### src/rtl/multdiv_pkg.sv
// Shared constants, state encoding and default width for the execute-stage multiply/divide unit.
package multdiv_pkg;

  localparam int WIDTH_DEFAULT = 32;

  localparam logic [4:0] OP_ALU    = 5'b00000;
  localparam logic [4:0] ALUOP_MUL = 5'b00110;
  localparam logic [4:0] ALUOP_DIV = 5'b00111;

  typedef enum logic [1:0] {
    IDLE = 2'd0,
    BUSY = 2'd1,
    DONE = 2'd2
  } state_e;

endpackage

### src/rtl/multdiv_iter.sv
// One shift-add (mul) or restoring-subtract (div) step per cycle over WIDTH cycles; acc_nxt is the post-step value.
// Divide datapath exists only when MULTDIV_DIV_EN is defined; otherwise multiply only.
module multdiv_iter #(
  parameter int WIDTH = 32
) (
  input  logic               clk,
  input  logic               rst,
  input  logic               load,
  input  logic               step,
`ifdef MULTDIV_DIV_EN
  input  logic               div_mode,
`endif
  input  logic [WIDTH-1:0]   a_mag,
  input  logic [WIDTH-1:0]   b_mag,
  output logic [2*WIDTH-1:0] acc_nxt,
  output logic               last
);

  localparam int CW = (WIDTH > 1) ? $clog2(WIDTH) : 1;

  // acc holds {partial product, multiplier} for mul and {remainder, dividend/quotient} for div
  logic [2*WIDTH-1:0] acc_q, acc_d;
  logic [WIDTH-1:0]   opnd_q, opnd_d;
  logic [CW-1:0]      cnt_q, cnt_d;
  logic [WIDTH:0]     mul_sum;

  assign mul_sum = {1'b0, acc_q[2*WIDTH-1:WIDTH]} + (acc_q[0] ? {1'b0, opnd_q} : '0);
  assign last    = (cnt_q == CW'(WIDTH - 1));

`ifdef MULTDIV_DIV_EN
  logic           div_q, div_d;
  logic [WIDTH:0] shifted, diff;

  assign shifted = acc_q[2*WIDTH-1:WIDTH-1];
  assign diff    = shifted - {1'b0, opnd_q};

  always_comb begin
    if (!div_q)
      acc_nxt = {mul_sum, acc_q[WIDTH-1:1]};
    else if (diff[WIDTH])
      acc_nxt = {shifted[WIDTH-1:0], acc_q[WIDTH-2:0], 1'b0};
    else
      acc_nxt = {diff[WIDTH-1:0], acc_q[WIDTH-2:0], 1'b1};
  end
`else
  assign acc_nxt = {mul_sum, acc_q[WIDTH-1:1]};
`endif

  always_comb begin
    acc_d  = acc_q;
    opnd_d = opnd_q;
    cnt_d  = cnt_q;
`ifdef MULTDIV_DIV_EN
    div_d  = div_q;
`endif
    if (load) begin
      cnt_d  = '0;
`ifdef MULTDIV_DIV_EN
      div_d  = div_mode;
      acc_d  = {{WIDTH{1'b0}}, div_mode ? a_mag : b_mag};
      opnd_d = div_mode ? b_mag : a_mag;
`else
      acc_d  = {{WIDTH{1'b0}}, b_mag};
      opnd_d = a_mag;
`endif
    end else if (step) begin
      acc_d = acc_nxt;
      cnt_d = cnt_q + 1'b1;
    end
  end

  always_ff @(posedge clk) begin
    if (rst) begin
      acc_q  <= '0;
      opnd_q <= '0;
      cnt_q  <= '0;
`ifdef MULTDIV_DIV_EN
      div_q  <= 1'b0;
`endif
    end else begin
      acc_q  <= acc_d;
      opnd_q <= opnd_d;
      cnt_q  <= cnt_d;
`ifdef MULTDIV_DIV_EN
      div_q  <= div_d;
`endif
    end
  end

endmodule

### src/rtl/execute_multdiv.sv
// Iterative signed mul/div: stall high start..WIDTH, result_valid strobe at WIDTH+1; flush aborts.
// MULTDIV_DIV_EN enables divide; without it a div completes next cycle with result 0 and exception set.
module execute_multdiv
  import multdiv_pkg::*;
#(
  parameter int WIDTH = WIDTH_DEFAULT
) (
  input  logic             clk,
  input  logic             rst,
  input  logic             flush,
  input  logic [31:0]      instruction,
  input  logic [WIDTH-1:0] dataA,
  input  logic [WIDTH-1:0] dataB,
  output logic             stall,
  output logic [WIDTH-1:0] result,
  output logic             result_valid,
  output logic             exception
);

  state_e             state_q, state_d;
  logic               sign_q, sign_d;
  logic [WIDTH-1:0]   result_q, result_d;
  logic               exc_q, exc_d;
  logic               is_mul_op, is_div_op, start, load, step, last;
  logic [WIDTH-1:0]   a_mag, b_mag;
  logic [2*WIDTH-1:0] acc_nxt, prod_s;
  logic               unused_instr_bits;

  assign is_mul_op = (instruction[31:27] == OP_ALU) && (instruction[6:2] == ALUOP_MUL);
  assign is_div_op = (instruction[31:27] == OP_ALU) && (instruction[6:2] == ALUOP_DIV);
  assign unused_instr_bits = ^{instruction[26:7], instruction[1:0]};

  assign start = (state_q == IDLE) && (is_mul_op || is_div_op) && !flush;
  assign stall = start || (state_q == BUSY);
  assign result_valid = (state_q == DONE) && !flush;
  assign result    = result_q;
  assign exception = exc_q;

  assign a_mag  = dataA[WIDTH-1] ? -dataA : dataA;
  assign b_mag  = dataB[WIDTH-1] ? -dataB : dataB;
  assign prod_s = sign_q ? -acc_nxt : acc_nxt;

`ifdef MULTDIV_DIV_EN
  logic div_q, div_d, dz_q, dz_d, dov_q, dov_d;
`endif

  always_comb begin
    state_d  = state_q;
    sign_d   = sign_q;
    result_d = result_q;
    exc_d    = exc_q;
    load     = 1'b0;
    step     = 1'b0;
`ifdef MULTDIV_DIV_EN
    div_d    = div_q;
    dz_d     = dz_q;
    dov_d    = dov_q;
`endif
    unique case (state_q)
      IDLE: begin
        if (start) begin
          sign_d = dataA[WIDTH-1] ^ dataB[WIDTH-1];
`ifdef MULTDIV_DIV_EN
          state_d = BUSY;
          load    = 1'b1;
          div_d   = is_div_op;
          dz_d    = (dataB == '0);
          dov_d   = (dataA == {1'b1, {(WIDTH-1){1'b0}}}) && (&dataB);
`else
          if (is_div_op) begin
            state_d  = DONE;
            result_d = '0;
            exc_d    = 1'b1;
          end else begin
            state_d = BUSY;
            load    = 1'b1;
          end
`endif
        end
      end
      BUSY: begin
        if (flush) begin
          state_d = IDLE;
        end else begin
          step = 1'b1;
          if (last) begin
            state_d  = DONE;
            result_d = prod_s[WIDTH-1:0];
            // overflow when the top WIDTH+1 bits are not a pure sign extension
            exc_d    = !((&prod_s[2*WIDTH-1:WIDTH-1]) || !(|prod_s[2*WIDTH-1:WIDTH-1]));
`ifdef MULTDIV_DIV_EN
            if (div_q) begin
              result_d = dz_q ? '0 : (sign_q ? -acc_nxt[WIDTH-1:0] : acc_nxt[WIDTH-1:0]);
              exc_d    = dz_q || dov_q;
            end
`endif
          end
        end
      end
      DONE:    state_d = IDLE;
      default: state_d = IDLE;
    endcase
  end

  always_ff @(posedge clk) begin
    if (rst) begin
      state_q  <= IDLE;
      sign_q   <= 1'b0;
      result_q <= '0;
      exc_q    <= 1'b0;
`ifdef MULTDIV_DIV_EN
      div_q    <= 1'b0;
      dz_q     <= 1'b0;
      dov_q    <= 1'b0;
`endif
    end else begin
      state_q  <= state_d;
      sign_q   <= sign_d;
      result_q <= result_d;
      exc_q    <= exc_d;
`ifdef MULTDIV_DIV_EN
      div_q    <= div_d;
      dz_q     <= dz_d;
      dov_q    <= dov_d;
`endif
    end
  end

  multdiv_iter #(.WIDTH(WIDTH)) u_iter (
    .clk      (clk),
    .rst      (rst),
    .load     (load),
    .step     (step),
`ifdef MULTDIV_DIV_EN
    .div_mode (is_div_op),
`endif
    .a_mag    (a_mag),
    .b_mag    (b_mag),
    .acc_nxt  (acc_nxt),
    .last     (last)
  );

endmodule

### config.mk
export PLATFORM = sky130hd
export DESIGN_NAME = execute_multdiv
export DESIGN_NICKNAME = d
export VERILOG_FILES = /design/src/rtl/multdiv_pkg.sv /design/src/rtl/multdiv_iter.sv /design/src/rtl/execute_multdiv.sv
export SDC_FILE = /design/constraint.sdc
export NUM_CORES = 1
export LEC_CHECK = 0
export ABC_AREA = 1
export BUFFER_PORTS_ARGS = -buffer_cell sky130_fd_sc_hd__buf_4
export CAP_MARGIN = 20
export CORE_ASPECT_RATIO = 0.5
export CORE_MARGIN = 1
export CORE_UTILIZATION = 50
export CTS_BUF_LIST = sky130_fd_sc_hd__clkbuf_4
export CTS_CLUSTER_DIAMETER = 150
export DETAILED_ROUTE_END_ITERATION = 8
export GPL_TIMING_DRIVEN = 0
export PLACE_DENSITY = 0.7
export SKIP_LAST_GASP = 1
export SLEW_MARGIN = 25
export SYNTH_ARGS = -nofsm -noshare
export SYNTH_HDL_FRONTEND = slang
export SYNTH_SLANG_ARGS = --single-unit
### constraint.sdc
create_clock -name clk -period 3.55 [get_ports clk]
set_input_delay 0.355 -clock clk [delete_from_list [all_inputs] [get_ports clk]]
set_output_delay 0.355 -clock clk [all_outputs]
set_load 0.05 [all_outputs]
==> qor.yml <==
synth:
  yosys_warnings: 0
  synth_edf_count: 0
  yosys-top-cells-area: "dfxtp_1, nand2_1, inv_1"
  synth_cell_type_count: 47
  yosysSeqAreaShare_pct: 22.9
  synth_largest_area_cell: "dfxtp_1"
  postSynthAreaPerCell_um2: 5.70
  yosysTopAreaCellShare_pct: 22.9
  synthArstFlopShare_pct: 0
  syn_inst: 2101
  synth-seq-cells: 137
  syn-num-nets: 2238
  synth_area_mm2: 0.0120
  yosys_most_used_dff: "dfxtp_1"
route:
  drt_iter0_markers: 1247
  drcViolationCount: 0
  routed_wl_um: 39200
  dr.pass1.iters: 5
  vias: 13700
  ant_nets: 0
  avgViaCountPerCell: 5.33
  wl_per_cell_um: 15.3
cts:
  cts-root-buf: "clkbuf_4"
  clk_latency_ps: 590
  clkSinkCount: 137
  cts-htree-levels: 4
  cts_hold_buffers: 0
  cts_tree: "done"
  clk_path_buf_depth: 2
  clkTransAtPathRegs_ps: 130
  cts_buffers: 17
placement:
  portBuffers: 110
  place_area_mm2: 0.0132
  gp_congestion: 0.941
  dp.cells: 2518
  dp_hpwl_um: 30900
timing:
  fin_skew_ps: 27.0
  drv_slew: 0
  setup_viol: 0
  clock.fmax_ghz: 0.283
  period_share_pct: 99.4
  holdWs_ps: 38.2
  hold_violations: 0
  worstMarginPinSlew_ps: 742
  rsz0062_at_grt: "yes"
  slew_headroom_pct: 50.6
  finalCriticalPeriod_ps: 3530
setup_path:
  critPathSlowestCell: "dfxtp_4"
  reg2reg_depth: 24
  path_common_cell: "nand2_1"
  cp-start-kind: "flip-flop"
  timing.rr.start: "u_iter.acc_q[0]$_SDFFE_PP0P_"
  rrSetupSlack_ps: 20
  worst_ep_arrival_time_ps: 4020
  crit_fanout: 5
  rr_endpoint: "exception$_SDFFE_PP0P_"
  cp_cell_sequence: "buf_8 > nand2_4 > inv_2 > ha_4 > fa_2 > or2_4 > nand2_4 > nand2_1 > nor2_2 > nand3_2 > inv_1 > nand2_1 > nor2_2 > nand3_4 > o21ai_4 > nand2_1 > nand2_1 > nand4_1 > nor2_2 > nand3_2 > nand2_2 > nand3_2 > nand2_1 > inv_1"
  worstSetupEndpointType: "flip-flop"
  critPathRequiredTime_ps: 4050
  max_stage_delay_ps: 410
  path_class: "flip-flop to flip-flop"
power_and_ir_drop:
  p_switching_mw: 0.789
  intPower_mw: 2.08
  seq_power_share_pct: 53.7
  clockPowerShare_pct: 36.0
  ir_drop_mv: 0.235
  p_leak_nw: 7.62
  power_density_mw_per_mm2: 199
  pwr-share-comb_pct: 10.3
  swShare_pct: 27.5
floorplan:
  die-area_mm2: 0.0246
  dieHeight_um: 111
  rows: 39
  core-area_mm2: 0.0231
  start_util_pct: 51.8
  die_w_um: 221
  ios: 134
layout:
  finalInstanceArea_mm2: 0.0144
  final_cell_mix: "nand2_1, inv_1, nor2_1, dfxtp_1, buf_4"
  fillers: 2404
  fin_util_pct: 62.3
  drive_above_1_share_pct: 18.0
  diodes: 0
  nNetsFinal: 2391
  instances_no_fill: 2572
  syn_to_final_growth_pct: 20.4
  layout_commonest_cell: "nand2_1"
global_route:
  grt_use_met1_pct: 44.2
  antenna_found_initial: 0
  busiest_layer: "met2"
  grt_use_met3_pct: 4.70
  grt_max_degree: 17
  grt_pass1_wl_um: 62800
  grt_pass1_vias: 12700
  grt_use_total_pct: 31.7
  grt-ovfl-total: 0
  grtUsageMet2_pct: 51.0
min_path:
  hold_path_depth: 3
  hp-start: "dataA[12]"
  hold-path-endpoint: "u_iter.opnd_q[12]$_SDFFE_PP0P_"
  min_path_type: "primary input to flip-flop"
run:
  cap_violations: 0
status:
  status: "completed"
cells in the mapped netlist (3+ instances only):
cell,number
clkinv_1,3
nor2_1,194
xor2_1,41
or2_2,12
dfxtp_1,137
o21ai_0,117
nand3b_1,16
nand3_1,146
nor4_1,9
xnor2_1,15
nand3_2,11
a21oi_1,114
nor3b_1,6
ha_1,37
clkbuf_1,60
nor2_2,15
inv_1,300
inv_2,13
a31oi_1,5
nor2_4,6
nand2_1,685
buf_1,5
a21boi_0,4
nand2_2,32
nor3_1,25
o31ai_1,4
nand4_1,23
o21bai_1,3
o211ai_1,38
logic make-up (layout without fill, tap and decap cells):
group	count (synthesis)	in the layout	share of synthesized area, %
and+or+nand+nor	1187	1187	42.9
buffers and inverters	384	548	12.1
AOI/OAI and AO/OA	298	298	13.8
DFF	137	137	22.9
xor gates and xnor gates	57	57	4.23
adders and majority gates	38	38	4.03
power groups by stage:
| stage | clock [mW] | sequential (mW) | combinational [mW] |
|---|---|---|---|
| 6_report | 1.03 | 1.54 | 0.295 |
| 5_1_grt | 1.12 | 1.54 | 0.325 |
| 4_1_cts | 1.05 | 1.54 | 0.284 |
| 3_5_place_dp | 0 | 1.57 | 0.279 |
| 3_3_place_gp | 0 | 1.57 | 0.278 |
| 2_1_floorplan | 0 | 1.57 | 0.144 |
stage by stage:
stage / setup TNS [ps] / total power [mW] / setup WS (ps)
CTS: 0 / 2.87 / 5.86
finish: 0 / 2.87 / 22.5
global route: -168 / 2.98 / -168
detailed placement: -752 / 1.85 / -752
global placement: -722 / 1.85 / -722
floorplan: 0 / 1.72 / 336
critical path: cells and delay by family (launching register included):
kind                     cells  cell delay (ps)
adder cells (fa/ha/maj)      2              540
buffers and inverters        4              300
AO/OA/AOI/OAI                1              180
AND/OR/NAND/NOR             17             1970
flip-flops                   1              410
cell type report:
cell class	instances	area, um^2	share of cell area, %
Timing Repair Buffer	135	1040	7.20
Inverter	316	1190	8.24
Sequential cell	137	2750	19.0
Clock buffer	18	135	0.937
Tap cell	307	384	2.66
Buffer	67	288	2.00
Multi-Input combinational cell	1580	8510	59.0
Clock inverter	12	128	0.885
sequential cells by signal (all words and copies together), names as in the netlist:
signal         count
u_iter.cnt_q       5
u_iter.acc_q      64
u_iter.opnd_q     32
state_q            2
result            32
sign_q             1
exception          1
per-layer routing:
layer / wire length [um] / vias to the layer above / part of all wire (%)
met1: 18700 / 6235 / 48
met2: 17100 / 438 / 44
met5: 0 / - / 0
li1: - / 6985 / -
met3: 2570 / 59 / 6.6
met4: 855 / 0 / 2.2
timing repair:
item	in CTS	in global routing
pin swaps	11	65
gates resized for setup	50	161
cloned	0	1
setup buffers	5	19
setup endpoints to repair	2	1
how the worst max path moves through the flow:
stage / start / to / slack, ps / cells past startpoint
after floorplan: u_iter.acc_q[0]$_SDFFE_PP0P_ / exception$_SDFFE_PP0P_ / 340 / 25
after global placement: u_iter.acc_q[0]$_SDFFE_PP0P_ / exception$_SDFFE_PP0P_ / -720 / 27
after detailed placement: u_iter.acc_q[0]$_SDFFE_PP0P_ / exception$_SDFFE_PP0P_ / -750 / 27
after CTS: u_iter.acc_q[0]$_SDFFE_PP0P_ / exception$_SDFFE_PP0P_ / 6 / 24
after global routing: u_iter.acc_q[0]$_SDFFE_PP0P_ / exception$_SDFFE_PP0P_ / -170 / 27
final: u_iter.acc_q[0]$_SDFFE_PP0P_ / exception$_SDFFE_PP0P_ / 20 / 24
Note: power is estimated with default switching activity, not from simulation.
